$ cat src/rtl/ppu_frame_writer.sv
// ppu_frame_writer: palettes, packs and buffers PPU pixels into frame RAM.
// Double buffering is enabled by defining PPU_FRAME_DOUBLE_BUF_EN.
module ppu_frame_writer #(
    parameter int FIFO_DEPTH = 4,
    parameter int LINE_WORDS = 40,
    parameter int LINES      = 144
) (
    input  logic        clk,
    input  logic        rst,
    input  logic        lcd_en,
    input  logic [1:0]  ppu_mode,
    input  logic [7:0]  ly,
    input  logic [7:0]  bgp,
    input  logic [1:0]  px_in,
    input  logic        px_valid,
    output logic        fb_wr,
    output logic [13:0] fb_addr,
    output logic [7:0]  fb_data,
    input  logic        fb_ready,
    output logic        frame_done,
    output logic        overflow,
    output logic        display_bank
);

    localparam int AW = $clog2(FIFO_DEPTH);
    localparam logic [1:0] MODE_VBLANK = 2'd1;
    localparam logic [1:0] MODE_DRAW   = 2'd3;
    localparam logic [7:0] X_LIM = 8'(LINE_WORDS * 4);
    localparam logic [7:0] Y_LIM = 8'(LINES);

    typedef enum logic {
        S_RUN,
        S_DRAIN
    } state_t;

    typedef struct packed {
        logic [12:0] addr;
        logic [7:0]  data;
    } word_t;

    state_t      state_q, state_d;
    logic [1:0]  mode_q;
    logic [7:0]  ly_q;
    logic [7:0]  x_q, x_d;
    logic [7:0]  pack_q, pack_d;
    logic [12:0] gaddr_q, gaddr_d;
    word_t       mem_q [FIFO_DEPTH];
    logic [AW:0] wr_ptr_q, rd_ptr_q;
    logic        frame_done_q;
    logic        overflow_q, overflow_d;
    logic        wr_bank;

    logic        enter_draw, leave_draw, vb_rise;
    logic        x_clr, flush;
    logic [7:0]  x_cur;
    logic [1:0]  shade;
    logic [2:0]  sh;
    logic        px_ok, px_drop, px_acc;
    logic [12:0] word_addr;
    logic [7:0]  pix_byte;
    logic        push_req, push, pop, word_drop;
    logic        full, empty, done;
    word_t       push_word, head;

    assign empty = (wr_ptr_q == rd_ptr_q);
    assign full  = (wr_ptr_q[AW-1:0] == rd_ptr_q[AW-1:0])
                && (wr_ptr_q[AW] != rd_ptr_q[AW]);
    assign pop   = !empty && fb_ready;
    assign head  = mem_q[rd_ptr_q[AW-1:0]];

    assign enter_draw = (ppu_mode == MODE_DRAW) && (mode_q != MODE_DRAW);
    assign leave_draw = (mode_q == MODE_DRAW) && (ppu_mode != MODE_DRAW);
    assign vb_rise    = (ppu_mode == MODE_VBLANK) && (mode_q != MODE_VBLANK);

    // x restarts on DRAW entry or a new line, visible to this cycle's pixel
    assign x_clr = enter_draw || (ly != ly_q);
    assign x_cur = x_clr ? 8'd0 : x_q;
    assign flush = lcd_en && leave_draw && (x_q[1:0] != 2'd0);

    assign shade     = bgp[{px_in, 1'b0} +: 2];
    assign px_ok     = lcd_en && px_valid && !flush;
    assign px_drop   = px_ok && ((x_cur >= X_LIM) || (ly >= Y_LIM));
    assign px_acc    = px_ok && !px_drop;
    assign word_addr = 13'(ly) * 13'(LINE_WORDS) + 13'(x_cur[7:2]);
    assign sh        = {x_cur[1:0], 1'b0};
    assign pix_byte  = ((x_cur[1:0] == 2'd0) ? 8'h00 : pack_q)
                     | ({shade, 6'b0} >> sh);

    assign push_req  = flush || (px_acc && (x_cur[1:0] == 2'd3));
    assign push_word = flush ? {gaddr_q, pack_q} : {word_addr, pix_byte};
    assign push      = push_req && (!full || pop);
    assign word_drop = push_req && !push;

    always_comb begin
        x_d     = x_cur;
        pack_d  = pack_q;
        gaddr_d = gaddr_q;
        if (flush) begin
            pack_d = 8'h00;
        end else if (px_acc) begin
            x_d     = x_cur + 8'd1;
            pack_d  = pix_byte;
            gaddr_d = word_addr;
        end
    end

    always_comb begin
        state_d = state_q;
        done    = 1'b0;
        if (!lcd_en) begin
            state_d = S_RUN;
        end else begin
            unique case (state_q)
                S_RUN: begin
                    if (vb_rise) state_d = S_DRAIN;
                end
                S_DRAIN: begin
                    if (empty && !push_req) begin
                        done    = 1'b1;
                        state_d = S_RUN;
                    end
                end
            endcase
        end
    end

    assign overflow_d = (done ? 1'b0 : overflow_q) | px_drop | word_drop;

    always_ff @(posedge clk) begin
        if (rst) state_q <= S_RUN;
        else     state_q <= state_d;
    end

    always_ff @(posedge clk) begin
        if (rst) begin
            mode_q       <= 2'd0;
            ly_q         <= 8'd0;
            frame_done_q <= 1'b0;
            overflow_q   <= 1'b0;
        end else begin
            mode_q       <= ppu_mode;
            ly_q         <= ly;
            frame_done_q <= done;
            overflow_q   <= overflow_d;
        end
    end

    always_ff @(posedge clk) begin
        if (rst || !lcd_en) begin
            x_q      <= 8'd0;
            pack_q   <= 8'h00;
            gaddr_q  <= 13'd0;
            wr_ptr_q <= '0;
            rd_ptr_q <= '0;
        end else begin
            x_q     <= x_d;
            pack_q  <= pack_d;
            gaddr_q <= gaddr_d;
            if (push) wr_ptr_q <= wr_ptr_q + (AW+1)'(1);
            if (pop)  rd_ptr_q <= rd_ptr_q + (AW+1)'(1);
        end
    end

    always_ff @(posedge clk) begin
        if (push) mem_q[wr_ptr_q[AW-1:0]] <= push_word;
    end

`ifdef PPU_FRAME_DOUBLE_BUF_EN
    logic bank_q;

    always_ff @(posedge clk) begin
        if (rst)       bank_q <= 1'b0;
        else if (done) bank_q <= ~bank_q;
    end

    assign display_bank = bank_q;
    assign wr_bank      = ~bank_q;
`else
    assign display_bank = 1'b0;
    assign wr_bank      = 1'b0;
`endif

    assign fb_wr      = !empty;
    assign fb_addr    = empty ? 14'd0 : {wr_bank, head.addr};
    assign fb_data    = empty ? 8'h00 : head.data;
    assign frame_done = frame_done_q;
    assign overflow   = overflow_q;

endmodule

$ cat config.mk
export PLATFORM = sky130hd
export DESIGN_NAME = ppu_frame_writer
export DESIGN_NICKNAME = d
export VERILOG_FILES = /design/src/rtl/ppu_frame_writer.sv
export SDC_FILE = /design/constraint.sdc
export NUM_CORES = 1
export LEC_CHECK = 0
export ABC_CLOCK_PERIOD_IN_PS = 7150
export CAP_MARGIN = 25
export CORE_UTILIZATION = 33
export CTS_CLUSTER_DIAMETER = 100
export DETAILED_ROUTE_END_ITERATION = 12
export PLACE_DENSITY = 0.52
export SLEW_MARGIN = 40
export SYNTH_ARGS = -nofsm -noshare
export SYNTH_HDL_FRONTEND = slang
export SYNTH_SLANG_ARGS = --single-unit
export TNS_END_PERCENT = 10
$ cat constraint.sdc
create_clock -name clk -period 7.15 [get_ports clk]
set_clock_uncertainty 0.1 [all_clocks]
set_input_delay 1.43 -clock clk [delete_from_list [all_inputs] [get_ports clk]]
set_output_delay 1.43 -clock clk [all_outputs]
set_load 0.005 [all_outputs]
After elaboration in Yosys (flattened, before gate mapping)
Memory sizes are Yosys's and may differ from the RTL's. A register that Yosys moved wholly into a read port is not among the register bits.
Cells that the tools add are included.
Word-level totals
  bits in registers: 48
  RAM bits: 84
  input port bits: 25
  output and inout bits: 26
  logic and storage cells: 87
  memories: 1
Memories
  mem_q: depth 4, bits a word 21, read ports 1, clocked after Yosys merged registers in 1, wr ports 1, line 47  | word_t mem_q [FIFO_DEPTH];
Cells by class
  add/sub/neg operators: 4
  multipliers: 1
  order comparisons: 2
  equality and inequality tests: 11
  shift-type cells: 2
  multiplexer cells: 18
  bitwise logic cells: 6
  reduce and logical (&&, ||, !) cells: 32
Operators with widths (count)
  8-bit two-way mux: 5
  21-bit two-way mux: 1
  8-bit greater-or-equal comparator, second input constant: 2
  1-bit logical AND: 15
  13-bit by 6-bit adder with 13-bit output: 1
  13-bit two-way mux: 1
  8-bit by 3-bit multiplier with 10-bit output, second input constant: 1
  8-bit by 1-bit adder with 8-bit output, second input constant: 1
  1-bit two-way mux: 8
  8-bit != test: 1
  8-bit bitwise OR: 1
  8-bit by 4-bit variable part select with 2-bit output: 1
  8-bit by 3-bit right shift with 8-bit output: 1
  1-bit zero test: 7
  3-bit by 1-bit adder with 3-bit output, second input constant: 2
  2-bit equality test, second input constant: 3
  1-bit logical OR: 5
  2-bit two-way mux: 2
  2-bit != test, second input constant: 2
  2-bit OR reduction: 2
  3-bit equality test: 1
  1-bit inverter: 3
  2-bit by 1-bit equality test with 1-bit output, second input constant: 1
  2-bit equality test: 1
  7 further kinds: 8

Depth between registers and ports, before layout
Gate-level depths: netlist of run 1.
  word-level depth: 19
  depth in mapped cells: 13
  depth with buffers taken out: 12

Least setup slack after synthesis of run 1
OpenSTA, ideal clock, no wires.
  path kind: input to register
  from: in ly[3]
  to: mem mem_q[0][0] in the netlist's numbering, enable pin
  library setup time: 0.379 ns
  data arrival time: 3.774 ns
  data required time: 6.671 ns
  slack: 2.897 ns
  stages on the path: 10
  path buffers: 1
  path through: xnor2_1 -> nand4_2 -> nor3_4 -> buf_6 -> nand2_1 -> inv_1 -> ha_1 -> nand4_2 -> a221oi_4 -> and2_1
Between the ends
  longest elaborated chain between the ends: 13
  elaborated cells between the ends (all ways): 15
  those cells by class: order compare (2); eq/ne (2); mux (3); reduce/logical (8)
Ends and longest elaborated chain
  from (decl): line 12  | input logic [7:0] ly,
  8-bit != test: line 76  | assign x_clr = enter_draw || (ly != ly_q);
  1-bit logical OR: line 76
  8-bit two-way mux: line 77  | assign x_cur = x_clr ? 8'd0 : x_q;
  8-bit greater-or-equal comparator: line 82  | assign px_drop = px_ok && ((x_cur >= X_LIM) || (ly >= Y_LIM));
  1-bit logical OR: line 82
  1-bit logical AND: line 82
  1-bit zero test: line 83  | assign px_acc = px_ok && !px_drop;
  1-bit logical AND: line 83
  1-bit logical AND *: line 89  | assign push_req = flush || (px_acc && (x_cur[1:0] == 2'd3));
  1-bit logical OR *: line 89
  1-bit logical AND *: line 91  | assign push = push_req && (!full || pop);
  1-bit two-way mux *: line 165  | if (push) mem_q[wr_ptr_q[AW-1:0]] <= push_word;
  1-bit two-way mux (implied by the code) *: line 165
  to (decl): line 47
Mark *: on every way between the ends. The rest lies on a longest branch, timed or not.

Worst setup path after layout of run 1
  from: in ly[0]
  to: mem mem_q[1][14] in the netlist's numbering, enable pin
Same word-level chain as after synthesis.

==> flow_summary.ini, run 1 <==
[status]
status = finished, violations left
violations = design-rule violations

[global_route]
grt_usage_pct = 13.9
overflow = 0
grt_start_max_net_pins = 26
grt_pass1_vias = 3966
grt_pass1_wl_um = 20600
antenna_found_initial = 0

[worst_setup_path]
r2r_cells = 10
cp.arrival_ns = 4.64
r2r-start = ly_q[3]$_SDFF_PP0_
path_cells = clkdlybuf4s50_1 -> xnor2_1 -> nand4_2 -> nor3_4 -> buf_4 -> nand2_1 -> inv_1 -> ha_1 -> nand4_2 -> a221oi_4 -> and2_2
cpPeakStageDelay_ns = 0.63
cp.required_ns = 7.10
endpoint_kind = register
cp_common_cell = nand4_2
crit_path_start_kind = input port
cp_max_fo = 22
timing.rr.end = mem_q[1][14]$_DFFE_PP_
critical_path_class = input port to register
regToRegSetupSlack_ns = 3.79
cpMaxStageDelayCell = clkdlybuf4s50_1

[cts]
htree_num_levels = 4
cts_buffer_depth = 2
cts_hold_buf = 0
cts_resized = 0
insertion_delay_ns = 0.41
cts_sinks = 134
cts_setup_buffers = 0
tritoncts = done
cts_inserted_buffers = 17
root_buffer = clkbuf_16
clk_pin_slew_worst_paths_ns = 0.06

[route]
dr_total_vias = 3889
drt_iter0_markers = 267
vias_per_cell = 4.95
drc_errors = 1
first_pass_iters = 8
avgRoutedWirePerCell_um = 16.0
ant_nets = 0
drt-total-wl_um = 12600

[die]
core.rowCount = 49
ioPinCount = 51
start_util_pct = 34.1
core-area_sq_um = 18200
die_y_um = 139
dieArea_sq_um = 19400
die_w_um = 139

[power_and_ir_drop]
peakVddDrop_mv = 0.168
p_per_area_nw_per_um2 = 236
leakage_nw = 2.57
power_mw = 1.77

[sta]
fmaxAchievable_mhz = 213
max_slew_margin_pct = 57.8
drv_slew = 0
fin_setup_tns_ns = 0
rsz0062_at_grt = no
hold_viol_final = 0
fin_crit_sh_pct = 65.6
worstMarginPinSlew_ns = 0.626
final-setup-viol-count = 0
finalCriticalPeriod_ns = 4.69

[placed_design]
place_hpwl_um = 8900
dpl.cell_count = 753
place_congestion = 0.748
io_buffer_count = 48
placement.cell_area_sq_um = 6940

[yosys]
synth_top_cells_by_area = edfxtp_1 (41%), dfxtp_1 (16%), mux4_2 (8.3%)
synth_seq_cells = 134
synth_edf_count = 84
synth_top_area_share_pct = 40.6
async_flop_share_pct = 0
syn_inst = 490
syn_avg_cell_area_sq_um = 12.7
yosysUniqueCellTypes = 55
ys.flop_type = edfxtp_1
yosysTopAreaCell = edfxtp_1
yosys_warnings = 0
ys_seq_area_share_pct = 56.7
syn_area_sq_um = 6210

[finish]
fin_nets = 591
fin_util_pct = 41.2
antenna_cells = 0
final_cells = 785
post_route_cells_drive_above_1_share_pct = 14.7
final_cell_area_sq_um = 7490
area_growth_pct = 20.6

[job]
maxCapViolCount = 0

[worst_hold_path]
worstHoldEndpoint = gaddr_q[0]$_SDFFE_PP0P_
holdPathStages = 2
hp-start = gaddr_q[0]$_SDFFE_PP0P_
hold_path_class = register to register
[layout make-up]
cell class / instances / area [sq um]
Timing Repair Buffer: 52 / 510
Clock inverter: 15 / 129
Tap cell: 229 / 287
Clock buffer: 17 / 425
Inverter: 14 / 52.6
Multi-Input combinational cell: 324 / 2560
Fill cell: 1698 / 10700
Sequential cell: 134 / 3520
[worst max-delay path by stage]
stage          depth (start not counted)  slack, ns                      to  startpoint
2_1_floorplan                         10       2.90   mem_q[0][0]$_DFFE_PP_       ly[3]
3_3_place_gp                          11       1.72  mem_q[0][16]$_DFFE_PP_       ly[0]
3_5_place_dp                          11       2.00  mem_q[1][15]$_DFFE_PP_       ly[0]
4_1_cts                               11       2.43  mem_q[1][12]$_DFFE_PP_       ly[0]
5_1_grt                               11       2.15  mem_q[0][12]$_DFFE_PP_       ly[0]
6_report                              11       2.46  mem_q[1][14]$_DFFE_PP_       ly[0]
[cell usage after synthesis, types with 8 or more instances]
library cell  count
nand2_1          32
inv_1            14
xor2_1           10
clkbuf_1         11
o21ai_0          12
a21oi_1          21
nor2_1           48
ha_1             21
xnor2_1          22
edfxtp_1         84
and2_1            8
nand3_1          14
nor2b_1          34
a22oi_1           8
mux4_2           23
a22o_1            8
dfxtp_1          50
[cell usage in the layout (no fill, tap or decap), types with 2 or more instances in the layout]
cell and n:
a22o_1 8, and2_4 2, nor2_1 48, and2_2 3
inv_1 14, o21a_1 5, and2_1 5, nand4_1 2
edfxtp_1 84, nand3_1 14, nand2_1 32, buf_4 4
ha_1 21, o21ai_0 12, clkinv_4 5, nand4_2 2
mux4_2 23, nor4_2 3, conb_1 2, nor3_1 4
nor2b_1 34, clkbuf_16 17, nand2b_1 3, dfxtp_1 49
a22oi_1 8, a21oi_1 21, mux2i_1 2, xnor2_1 22
a21o_1 4, a211oi_1 6, xor2_1 10, o31ai_1 3
inv_6 3, nor4b_1 2, clkinv_2 5, clkdlybuf4s50_1 48
fa_1 2
[report_power, final]
group | internal [mW] | switching, mW | leakage (nW)
logic | 0.0509 | 0.0733 | 1.11
clock network | 0.479 | 0.335 | 0.279
registers | 0.831 | 0.00256 | 1.19
total | 1.36 | 0.411 | 2.57
[worst max-delay path: cells and delay by family]
| family | cells | cell delay (ns) |
|---|---|---|
| fa+ha+maj | 1 | 0.16 |
| buf+inv | 3 | 1.00 |
| xor+xnor | 1 | 0.18 |
| compound gates | 1 | 0.48 |
| simple gates | 5 | 1.38 |
[through the flow]
step,worst slack (ns),hold slack [ns]
after global placement,1.72,0.345
after CTS,2.43,0.358
after global routing,2.15,0.379
final,2.46,0.357
after detailed placement,2.00,0.348
after floorplan,2.90,0.337
[logic make-up (layout without fill, tap and decap cells)]
group	Yosys count	after routing	share of synthesized area, %
flip-flops	134	134	56.7
XOR/XNOR	32	32	4.51
AO/OA/AOI/OAI	78	78	9.06
buffers and inverters	33	98	2.32
multiplexers	25	25	8.66
AND/OR/NAND/NOR	164	164	13.8
adder cells (fa/ha/maj)	23	23	4.87
other	1	2	0.0603
[layer usage]
metal	wire length, um	part of all wire, %	global-route usage, %	vias up
li1	-	-	-	1893
met1	5870	47	18.0	1905
met2	6060	48	22.9	83
met3	528	4.2	3.82	8
met4	96	0.76	3.51	0
met5	0	0	0	-
[sequential cells by signal, summed over array words and instances, names as in the netlist, named ones only]
register	cells
rd_ptr_q	3
pack_q	8
overflow	1
mode_q	2
x_q	8
state_q	1
wr_ptr_q	3
frame_done	1
gaddr_q	13
mem_q	84
ly_q	8
Note: power is estimated with default switching activity, not from simulation.
==> inputs of run 2 (changes only) <==
- ABC_CLOCK_PERIOD_IN_PS: 7150 -> 4600
- clock period: 7.15 -> 4.6 ns (I/O delays scaled with it)
==> run 2 against run 1 <==
Effect of this change: the flow now finishes without violations; sequential cell count unchanged; worst setup slack got worse by 1.8 ns; register-to-register slack worse by 2.3 ns; final cell count grew 0.76%; global-route usage about the same; sequential share of layout area decreased by 0.61 points; first-iteration DRC count decreased by 33%; clock-buffer cell count grew 2; via count fell by 0.67%; routed wire length is 0.53% higher; critical endpoint is now mem_q[2][20]$_DFFE_PP_; highest routed layer unchanged.
==> flow_summary.ini, run 2 (same netlist as run 1, synthesis figures left out) <==
[cts]
htree_num_levels = 4
clk_pin_slew_worst_paths_ns = 0.06
root_buffer = clkbuf_16
cts_hold_buf = 0
tritoncts = done
cts_resized = 0
cts_buffer_depth = 2
insertion_delay_ns = 0.41
cts_inserted_buffers = 17
cts_setup_buffers = 0
cts_sinks = 134

[sta]
fin_ws_ns = 0.632
rsz0062_at_grt = no
max_slew_margin_pct = 56.7
fin_crit_sh_pct = 86.3
drv_slew = 0
worstMarginPinSlew_ns = 0.643
whs_ns = 0.359
finalCriticalPeriod_ns = 3.97
final-setup-viol-count = 0
hold_viol_final = 0
fin_setup_tns_ns = 0
fmaxAchievable_mhz = 252

[global_route]
use_met2_pct = 22.7
met3_usage_pct = 3.58
grt_pass1_wl_um = 20800
grt_pass1_vias = 4044
grt_usage_pct = 13.9
grt_start_max_net_pins = 26
grt_most_used_layer = met2
overflow = 0
grtUsageMet1_pct = 18.0
antenna_found_initial = 0

[power_and_ir_drop]
p_per_area_nw_per_um2 = 380
seq_power_share_pct = 45.0
combPwrFrac_pct = 6.8
peakVddDrop_mv = 0.231
switching_share_pct = 22.0
p_switching_uw = 635
internal-power_mw = 2.25
leakage_nw = 2.62
power_mw = 2.88
clockPowerShare_pct = 48.2

[route]
first_pass_iters = 6
ant_nets = 0
drt_iter0_markers = 180
vias_per_cell = 4.88
dr_total_vias = 3863
drc_errors = 0
drt-total-wl_um = 12600
avgRoutedWirePerCell_um = 16.0

[job]
maxCapViolCount = 0

[worst_setup_path]
crit_path_start_kind = input port
timing.rr.end = mem_q[2][20]$_DFFE_PP_
cp_max_fo = 4
regToRegSetupSlack_ns = 1.46
r2r-start = ly_q[3]$_SDFF_PP0_
critPathLaunch = ly[1]
r2r_cells = 11
crit_path_end = mem_q[2][20]$_DFFE_PP_
endpoint_kind = register
cp.required_ns = 4.67
cp.arrival_ns = 4.04
critical_path_class = input port to register

[status]
status = finished, final reports clean

[worst_hold_path]
hp-start = gaddr_q[2]$_SDFFE_PP0P_
hold_path_class = register to register

[die]
core.rowCount = 49
dieArea_sq_um = 19400
core-area_sq_um = 18200
ioPinCount = 51
die_y_um = 139
die_w_um = 139
start_util_pct = 34.1

[finish]
final_common_cell = edfxtp_1
post_route_cells_drive_above_1_share_pct = 14.9
fin_nets = 597
area_growth_pct = 22.1
largest_register_ffs = 84
layout_common_cells = edfxtp_1 (84), dfxtp_1 (50), nor2_1 (48), clkdlybuf4s50_1 (48), nor2b_1 (34)
antenna_cells = 0

[placed_design]
place_congestion = 0.739
pre_cts_ws_ns = 0.243
io_buffer_count = 48
place_hpwl_um = 8920
-- run 2: metal layers --
metal	part of all wire (%)	up-vias
met5	0	-
li1	-	1908
met4	0.67	0
met3	2.8	5
met2	48	65
met1	48	1885
-- run 2: worst min-delay path by stage --
stage / to / slack, ns / cells after the start
final: gaddr_q[2]$_SDFFE_PP0P_ / 0.36 / 2
after global routing: gaddr_q[5]$_SDFFE_PP0P_ / 0.38 / 2
after CTS: gaddr_q[2]$_SDFFE_PP0P_ / 0.36 / 2
after detailed placement: gaddr_q[2]$_SDFFE_PP0P_ / 0.35 / 2
after global placement: gaddr_q[5]$_SDFFE_PP0P_ / 0.34 / 2
after floorplan: gaddr_q[0]$_SDFFE_PP0P_ / 0.34 / 2
-- run 2: area by class of cell --
class / instances / area [sq um]
Sequential cell: 134 / 3520
Tap cell: 229 / 287
Fill cell: 1719 / 10600
Clock buffer: 19 / 443
Timing Repair Buffer: 58 / 556
Clock inverter: 13 / 168
Multi-Input combinational cell: 324 / 2560
Inverter: 14 / 52.6
-- run 2: critical path, cell delays in order --
cell and delay (ns):
clkdlybuf4s50_1 0.50, ha_1 0.34, ha_1 0.21, inv_1 0.07, fa_1 0.41, nor2b_1 0.17, o21ai_1 0.12, and4_1 0.21
a311oi_1 0.42, a2111oi_4 0.11, xnor2_1 0.17, a21oi_1 0.39
-- run 2: power groups by stage --
stage / Combinational, mW / Sequential, mW / Clock, mW
6_report: 0.195 / 1.30 / 1.39
3_3_place_gp: 0.192 / 1.32 / 0
4_1_cts: 0.197 / 1.30 / 1.42
2_1_floorplan: 0.126 / 1.32 / 0
3_5_place_dp: 0.196 / 1.32 / 0
5_1_grt: 0.216 / 1.30 / 1.48
-- run 2: per-stage QoR --
step	util [%]	cell area [sq um]	std cells
global placement	38.3	6980	759
finish	41.7	7590	791
detailed placement	38.3	6980	759
global route	41.7	7590	791
CTS	41.7	7590	791
floorplan	-	6220	491
